--- config.mk ---
export PLATFORM = sky130hd
export DESIGN_NAME = ysyx_22040127_mem_arbiter
export DESIGN_NICKNAME = d
export VERILOG_FILES = /design/src/rtl/ysyx_22040127_mem_pkg.sv /design/src/rtl/ysyx_22040127_mem_arbiter_rr_arb2.sv /design/src/rtl/ysyx_22040127_mem_arbiter.sv
export SDC_FILE = /design/constraint.sdc
export NUM_CORES = 1
export LEC_CHECK = 0
export BUFFER_PORTS_ARGS = -buffer_cell sky130_fd_sc_hd__buf_2
export CAP_MARGIN = 30
export CORE_AREA = 2 2 212 214
export CTS_CLUSTER_SIZE = 16
export DETAILED_ROUTE_END_ITERATION = 7
export DIE_AREA = 0 0 214 216
export GPL_TIMING_DRIVEN = 0
export SLEW_MARGIN = 25
export SYNTH_ARGS = -nofsm -noshare
export SYNTH_HDL_FRONTEND = slang
export SYNTH_SLANG_ARGS = --single-unit
--- constraint.sdc ---
create_clock -name clk -period 2.7 [get_ports clk]
set_input_delay 0.54 -clock clk [delete_from_list [all_inputs] [get_ports clk]]
set_output_delay 0.54 -clock clk [all_outputs]
set_load 0.1 [all_outputs]
--- src/rtl/ysyx_22040127_mem_pkg.sv ---
// Shared encodings and default widths for the IF/LS memory arbiter slice.
package ysyx_22040127_mem_pkg;

  localparam logic [1:0] ST_IDLE = 2'd0;
  localparam logic [1:0] ST_REQ  = 2'd1;
  localparam logic [1:0] ST_WAIT = 2'd2;

  localparam logic OWN_IF = 1'b0;
  localparam logic OWN_LS = 1'b1;

  localparam int MEM_ADDR_W = 64;
  localparam int MEM_DATA_W = 64;
  localparam int MEM_MASK_W = 8;
  localparam int CNT_W      = 16;

endpackage

--- src/rtl/ysyx_22040127_mem_arbiter_rr_arb2.sv ---
// Two-way round-robin picker: on a tie the requester that did not win last time is chosen.
module ysyx_22040127_rr_arb2
  import ysyx_22040127_mem_pkg::*;
(
  input  logic       valid_if,
  input  logic       valid_ls,
  input  logic       last_grant,
  output logic [1:0] grant
);

  // grant[0] = IF, grant[1] = LS
  always_comb begin
    grant = 2'b00;
    if (valid_if && valid_ls) begin
      if (last_grant == OWN_IF) begin
        grant = 2'b10;
      end else begin
        grant = 2'b01;
      end
    end else if (valid_ls) begin
      grant = 2'b10;
    end else if (valid_if) begin
      grant = 2'b01;
    end else begin
      grant = 2'b00;
    end
  end

endmodule

--- src/rtl/ysyx_22040127_mem_arbiter.sv ---
// Shares one memory port between instruction fetch and load/store, one transaction at a time,
// with round-robin arbitration and a watchdog that aborts a hung memory access.
module ysyx_22040127_mem_arbiter
  import ysyx_22040127_mem_pkg::*;
#(
  parameter int ADDR_W      = MEM_ADDR_W,
  parameter int DATA_W      = MEM_DATA_W,
  parameter int MASK_W      = MEM_MASK_W,
  parameter int TIMEOUT_CYC = 255
) (
  input  logic              clk,
  input  logic              rst,
  input  logic              if_req_valid,
  output logic              if_req_ready,
  input  logic [ADDR_W-1:0] if_req_addr,
  output logic              if_resp_valid,
  output logic [DATA_W-1:0] if_resp_data,
  input  logic              ls_req_valid,
  output logic              ls_req_ready,
  input  logic [ADDR_W-1:0] ls_req_addr,
  input  logic              ls_req_wen,
  input  logic [DATA_W-1:0] ls_req_wdata,
  input  logic [MASK_W-1:0] ls_req_wmask,
  output logic              ls_resp_valid,
  output logic [DATA_W-1:0] ls_resp_data,
  output logic              mem_req_valid,
  input  logic              mem_req_ready,
  output logic [ADDR_W-1:0] mem_req_addr,
  output logic              mem_req_wen,
  output logic [DATA_W-1:0] mem_req_wdata,
  output logic [MASK_W-1:0] mem_req_wmask,
  input  logic              mem_resp_valid,
  input  logic [DATA_W-1:0] mem_resp_data,
  output logic              timeout_err
);

  localparam logic [CNT_W-1:0] TIMEOUT_VAL = CNT_W'(TIMEOUT_CYC);

  logic [1:0]        state_q, state_d;
  logic              owner_q, owner_d;
  logic              last_grant_q, last_grant_d;
  logic [ADDR_W-1:0] addr_q, addr_d;
  logic              wen_q, wen_d;
  logic [DATA_W-1:0] wdata_q, wdata_d;
  logic [MASK_W-1:0] wmask_q, wmask_d;
  logic [CNT_W-1:0]  cnt_q, cnt_d;
  logic              timeout_err_q, timeout_err_d;

  logic [1:0] grant_s;
  logic       busy_s;
  logic       resp_hit_s;
  logic       timeout_s;
  logic       deliver_s;
  logic       grant_any_s;

  ysyx_22040127_rr_arb2 u_arb (
    .valid_if   (if_req_valid),
    .valid_ls   (ls_req_valid),
    .last_grant (last_grant_q),
    .grant      (grant_s)
  );

  // A real response in the deadline cycle takes precedence over the watchdog.
  always_comb begin
    busy_s      = (state_q == ST_REQ) || (state_q == ST_WAIT);
    resp_hit_s  = (state_q == ST_WAIT) && mem_resp_valid;
    timeout_s   = busy_s && (cnt_q == TIMEOUT_VAL) && !resp_hit_s;
    deliver_s   = !rst && (resp_hit_s || timeout_s);
    grant_any_s = !rst && (state_q == ST_IDLE) && (grant_s != 2'b00);
  end

  // Handshake, request and response outputs.
  always_comb begin
    if_req_ready  = grant_any_s && grant_s[0];
    ls_req_ready  = grant_any_s && grant_s[1];
    mem_req_valid = !rst && (state_q == ST_REQ) && !timeout_s;
    mem_req_addr  = addr_q;
    mem_req_wen   = wen_q;
    mem_req_wdata = wdata_q;
    mem_req_wmask = wmask_q;
    if_resp_valid = deliver_s && (owner_q == OWN_IF);
    ls_resp_valid = deliver_s && (owner_q == OWN_LS);
    if_resp_data  = {DATA_W{1'b0}};
    ls_resp_data  = {DATA_W{1'b0}};
    if (if_resp_valid && resp_hit_s) begin
      if_resp_data = mem_resp_data;
    end else begin
      if_resp_data = {DATA_W{1'b0}};
    end
    if (ls_resp_valid && resp_hit_s && !wen_q) begin
      ls_resp_data = mem_resp_data;
    end else begin
      ls_resp_data = {DATA_W{1'b0}};
    end
    timeout_err = timeout_err_q;
  end

  // Next-state logic for the transaction FSM, latched request and watchdog.
  always_comb begin
    state_d       = state_q;
    owner_d       = owner_q;
    last_grant_d  = last_grant_q;
    addr_d        = addr_q;
    wen_d         = wen_q;
    wdata_d       = wdata_q;
    wmask_d       = wmask_q;
    cnt_d         = cnt_q;
    timeout_err_d = timeout_err_q;
    case (state_q)
      ST_IDLE: begin
        if (grant_any_s) begin
          owner_d      = grant_s[1] ? OWN_LS : OWN_IF;
          last_grant_d = grant_s[1] ? OWN_LS : OWN_IF;
          addr_d       = grant_s[1] ? ls_req_addr : if_req_addr;
          wen_d        = grant_s[1] && ls_req_wen;
          wdata_d      = grant_s[1] ? ls_req_wdata : {DATA_W{1'b0}};
          wmask_d      = grant_s[1] ? ls_req_wmask : {MASK_W{1'b0}};
          cnt_d        = {CNT_W{1'b0}};
          state_d      = ST_REQ;
        end else begin
          state_d = ST_IDLE;
        end
      end
      ST_REQ, ST_WAIT: begin
        if (cnt_q == TIMEOUT_VAL) begin
          cnt_d = cnt_q;
        end else begin
          cnt_d = cnt_q + 16'd1;
        end
        if (resp_hit_s) begin
          state_d = ST_IDLE;
        end else if (timeout_s) begin
          state_d       = ST_IDLE;
          timeout_err_d = 1'b1;
        end else if ((state_q == ST_REQ) && mem_req_ready) begin
          state_d = ST_WAIT;
        end else begin
          state_d = state_q;
        end
      end
      default: begin
        state_d = ST_IDLE;
      end
    endcase
  end

  // State registers with synchronous reset.
  always_ff @(posedge clk) begin
    if (rst) begin
      state_q       <= ST_IDLE;
      owner_q       <= OWN_IF;
      last_grant_q  <= OWN_IF;
      addr_q        <= {ADDR_W{1'b0}};
      wen_q         <= 1'b0;
      wdata_q       <= {DATA_W{1'b0}};
      wmask_q       <= {MASK_W{1'b0}};
      cnt_q         <= {CNT_W{1'b0}};
      timeout_err_q <= 1'b0;
    end else begin
      state_q       <= state_d;
      owner_q       <= owner_d;
      last_grant_q  <= last_grant_d;
      addr_q        <= addr_d;
      wen_q         <= wen_d;
      wdata_q       <= wdata_d;
      wmask_q       <= wmask_d;
      cnt_q         <= cnt_d;
      timeout_err_q <= timeout_err_d;
    end
  end

endmodule
# == Word level (Yosys, flattened, before mapping) ==
# Index checks and enable logic that the tools add are counted.
# classes
n_addsub,1
n_eq_ne,6
n_mux,18
bitwise,2
reduce_logical,31
# ops
op,count
64-bit 2-to-1 mux,4
16-bit 2-to-1 mux,2
16-bit one-hot mux with 2 select lines,1
1-bit logical AND,18
"16-bit by 1-bit adder with 16-bit output, second input constant",1
"16-bit by 8-bit equality test with 1-bit output, second input constant",1
2-bit 2-to-1 mux,6
8-bit 2-to-1 mux,1
3-bit AND reduction,2
1-bit zero test,4
"2-bit inequality test, second input constant",2
"4-bit inequality test, second input constant",1
2-bit one-hot mux with 2 select lines,1
2-bit nonzero test,2
1-bit 2-to-1 mux,3
"2-bit by 1-bit equality test with 1-bit output, second input constant",1
"2-bit equality test, second input constant",1
2-bit zero test,1
1-bit logical OR,2
1-bit NOT,2
2-bit AND reduction,1
2-bit OR reduction,1
# word_totals
regBits,157
inputBits,271
output_inout_bits,271
word_cells,66

# == Longest topological paths before layout ==
# logic_depth
depth_word,10
depth_mapped,9
mapped_depth_nobuf,6

# == Cells and area by module ==
# A second synthesis with hierarchy kept.
# hier_totals
cells_unflattened,722
hier_area_um2,6787.8
# by_module_without_submodules
module,n_inst,cells_per_inst,area_each_um2,seq_area_each_um2
ysyx_22040127_mem_arbiter,1,719,6769.0,3143.0
ysyx_22040127_rr_arb2,1,3,18.8,0.0

# == Worst setup path before layout ==
# No wires, ideal clock.
# synth_timing
path_type,register -> output
startpoint,register state_q[0]
endpoint,output port if_req_ready
arrival_ns,4.312
required_time_ns,2.160
path_slack_ns,-2.152
path_stages_with_launch,8
path_buffers,3
path_cell_list,dfxtp_1 -> inv_1 -> ha_1 -> buf_4 -> o21ai_2 -> buf_2 -> buf_1 -> nor4b_1
# synth_via
elab_chain_cells,4
# synth_rtl
item,line,rtl
from (decl),ysyx_22040127_mem_arbiter.sv:39,"logic [1:0] state_q, state_d;"
from (signal assigned),ysyx_22040127_mem_arbiter.sv:160,state_q <= state_d;
2-bit zero test,ysyx_22040127_mem_arbiter.sv:69,grant_any_s = !rst && (state_q == ST_IDLE) && (grant_s != 2'b00);
1-bit logical AND (2 in series),ysyx_22040127_mem_arbiter.sv:69,
1-bit logical AND,ysyx_22040127_mem_arbiter.sv:74,if_req_ready = grant_any_s && grant_s[0];
to (decl),ysyx_22040127_mem_arbiter.sv:14,"output logic if_req_ready,"
# No other way between the ends.

# == Worst setup path in the final report ==
# layout_timing
startpoint,register state_q[1]
endpoint,output port if_resp_valid
# layout_via
elab_chain_cells,7
elab_cells_between_ends,10
classes_between,2 x eq/ne; 8 x reduce/logical
# layout_rtl
item,line,rtl
2-bit by 1-bit equality test with 1-bit output / 2-bit equality test (equally long branches),"ysyx_22040127_mem_arbiter.sv:65, ysyx_22040127_mem_arbiter.sv:66",
1-bit logical OR / 1-bit logical AND (equally long branches),"ysyx_22040127_mem_arbiter.sv:65, ysyx_22040127_mem_arbiter.sv:66",
1-bit logical AND / 1-bit zero test (equally long branches),ysyx_22040127_mem_arbiter.sv:67,timeout_s = busy_s && (cnt_q == TIMEOUT_VAL) && !resp_hit_s;
1-bit logical AND,ysyx_22040127_mem_arbiter.sv:67,
1-bit logical OR (*),ysyx_22040127_mem_arbiter.sv:68,deliver_s = !rst && (resp_hit_s || timeout_s);
1-bit logical AND (*),ysyx_22040127_mem_arbiter.sv:68,
1-bit logical AND (*),ysyx_22040127_mem_arbiter.sv:81,if_resp_valid = deliver_s && (owner_q == OWN_IF);
to (decl),ysyx_22040127_mem_arbiter.sv:16,"output logic if_resp_valid,"
# Every way passes the cells marked *; elsewhere a longest branch is shown, timed or not.

==> impl_metrics.ini <==
[critical_path]
crit_path_end_kind = output pin
crit_path_start = state_q[1]
critPathRequiredTime_ps = 2160
arrival_ps = 2130
crit_type = reg2out
reg2reg_from = state_q[1]
crit_path_max_fanout = 4
start_kind = flip-flop

[finish]
syn_to_final_growth_pct = 80.45
fill_cells = 4503
design_area_sq_um = 13310
layout-drive-gt1-share = 0.5557
instances_no_fill = 2015
nNetsFinal = 1681

[yosys]
syn-num-nets = 1107
synth_commonest_cells = 157 x dfxtp_1, 140 x nor2_1, 129 x and2_1
yosys.area.top_type = dfxtp_1
syn_inst = 831
ys_types = 50
ys_warn_count = 0
synth.most_common_cell = dfxtp_1
synthesis.area_sq_um = 7378
synth_edf_count = 0
synth_top_area_share = 0.4260
synth_seq_cells = 157
async_flop_share = 0
ys_seq_area_frac = 0.4260
avgSynthCellArea_sq_um = 8.879
synth_ff_type = dfxtp_1
synth_area_leaders = dfxtp_1 43%, and2_1 11%, mux2i_1 9.0%

[detailed_routing]
wl_per_cell_um = 17.44
drt_pass1_iterations = 5
drc = 0
dr_total_vias = 8641
drtIter0Drc = 345
antenna_left = 0
finalWirelength_mm = 35.15
via_per_inst = 4.288

[sta]
layout_setup_ws_ps = 33.71
layout_min_cycle_time_ps = 2666
fmax_mhz = 375.1
grt_setup_unrepaired = true
hold_viol_final = 0
holdWs_ps = 329.9
worst_pin_slew_ps = 714.2
relSlewSlack = 0.5239
maxSlewViolCount = 0
fin_crit_sh = 0.9875
skew_ps = 13.01
setup_violations = 0

[die]
core_area_sq_um = 43840
start_util = 0.1683
io_pins = 542
rows = 77
die_h_um = 216
die_w_um = 214
die_area_sq_um = 46220

[clock_network]
hold_buffers = 0
cts_tree = built
clk_latency_ps = 440
clk_pin_slew_ps = 80
h-tree-depth = 4
cts.sinks = 157
cts_buffers = 17
clk_path_buf_depth = 2
cts-root-buf = clkbuf_16

[placement]
dp_hpwl_mm = 26.96
pre_cts_ws_ps = -688.4
gp_congestion = 1.086
placed_area_sq_um = 11010
place_inst = 1964
port_buffers = 540

[global_route]
grt_pass1_vias = 8679
grt_use_total = 0.1462
antenna_found_initial = 7
grt_max_degree = 20
grt_pass1_wl_mm = 51.66
grt_overflow_total = 0

[min_path]
worstHoldStart = ls_req_wdata[10]
hold_class = in2reg

[power]
power.density_nw_per_um2 = 982.7
vdd_ir_drop_max_mv = 0.5864
leakagePower_nw = 6.193

[status]
outcome = finished clean

[job]
drv_cap = 0
## cell usage in the layout, fill, tap and decap left out, types with 6 or more instances in the layout
| cell type | synthesis | layout |
|---|---|---|
| clkbuf_8 | 0 | 6 |
| buf_2 | 22 | 428 |
| inv_1 | 11 | 9 |
| and2_1 | 129 | 9 |
| buf_4 | 7 | 24 |
| mux2i_1 | 66 | 66 |
| a211oi_1 | 68 | 68 |
| nand2_1 | 17 | 15 |
| buf_8 | 0 | 10 |
| clkbuf_16 | 0 | 17 |
| a22oi_1 | 73 | 73 |
| buf_6 | 0 | 66 |
| nand3_1 | 15 | 13 |
| buf_12 | 0 | 55 |
| clkbuf_1 | 41 | 27 |
| dfxtp_1 | 157 | 153 |
| and2_2 | 0 | 117 |
| nor2_1 | 140 | 140 |
| o32ai_1 | 6 | 6 |
## cell type report
| class | instances | area (sq um) | area share |
|---|---|---|---|
| inverter | 12 | 50.05 | 0.003759 |
| buffer | 72 | 432.9 | 0.03252 |
| clock buffer | 17 | 425.4 | 0.03195 |
| antenna | 5 | 12.51 | 0.0009398 |
| sequential | 157 | 3153 | 0.2368 |
| multi-input combinational | 589 | 4194 | 0.3150 |
| timing repair buffer | 556 | 4138 | 0.3108 |
| tap | 592 | 740.7 | 0.05563 |
| clock inverter | 15 | 167.7 | 0.01259 |
## per-stage QoR
step / util / total power [mW] / setup TNS, ps
final: 0.3037 / 13.08 / 0
after global routing: 0.3036 / 13.72 / -57.30
after CTS: 0.2989 / 13.19 / -15.96
after detailed placement: 0.2512 / 10.28 / -43050
after global placement: 0.2509 / 10.20 / -95880
after floorplan: - / 8.724 / -113.9
## per-layer routing
| metal | wire length [um] | track usage | vias up |
|---|---|---|---|
| li1 | - | - | 4118 |
| met1 | 13500 | 0.1577 | 4067 |
| met2 | 18290 | 0.2724 | 407 |
| met3 | 2487 | 0.04059 | 45 |
| met4 | 848 | 0.05035 | 4 |
| met5 | 27 | 0 | - |
## power breakdown
group / internal [mW] / switching [mW] / total (mW)
clock network: 1.24 / 1.17 / 2.42
logic: 1.73 / 5.86 / 7.59
registers: 2.80 / 0.274 / 3.07
## registers in the layout, summed over array words and instances (netlist names)
register       count
state_q            2
timeout_err        1
last_grant_q       1
mem_req_wen        1
mem_req_addr      64
mem_req_wmask      8
cnt_q             16
mem_req_wdata     64
## final timing paths
check | endpoint | slack, ps | depth (start not counted)
hold / removal | mem_req_wdata[10] | 330 | 3
setup / recovery | if_resp_valid | 30 | 7
hold reg to reg | timeout_err | 470 | 2
setup reg to reg | mem_req_wdata[56] | 580 | 10
## timing repair
action	4_1_cts	5_1_grt
pin swaps	4	2
buffers inserted	10	2
setup endpoints to repair	133	124
gates resized for setup	403	54
gates cloned	3	0
## worst max-delay path: stages (launching register included)
cell and delay, ps:
dfxtp_4 390, inv_4 50, ha_4 260, and4b_2 260, nand3_4 100, o21ai_4 180, nor3b_4 250, buf_12 210
## kinds of logic (layout without fill, tap and decap cells)
| kind of cell | Yosys count | count (layout) | synth area share |
|---|---|---|---|
| and+or+nand+nor | 336 | 336 | 0.2325 |
| AOI/OAI and AO/OA | 181 | 181 | 0.1915 |
| DFF | 157 | 157 | 0.4260 |
| buffers and inverters | 85 | 672 | 0.05053 |
| muxes | 67 | 67 | 0.09106 |
| adders and majority gates | 5 | 5 | 0.008479 |
| other | 0 | 5 | 0 |
Power figures use the tool's default switching activity.
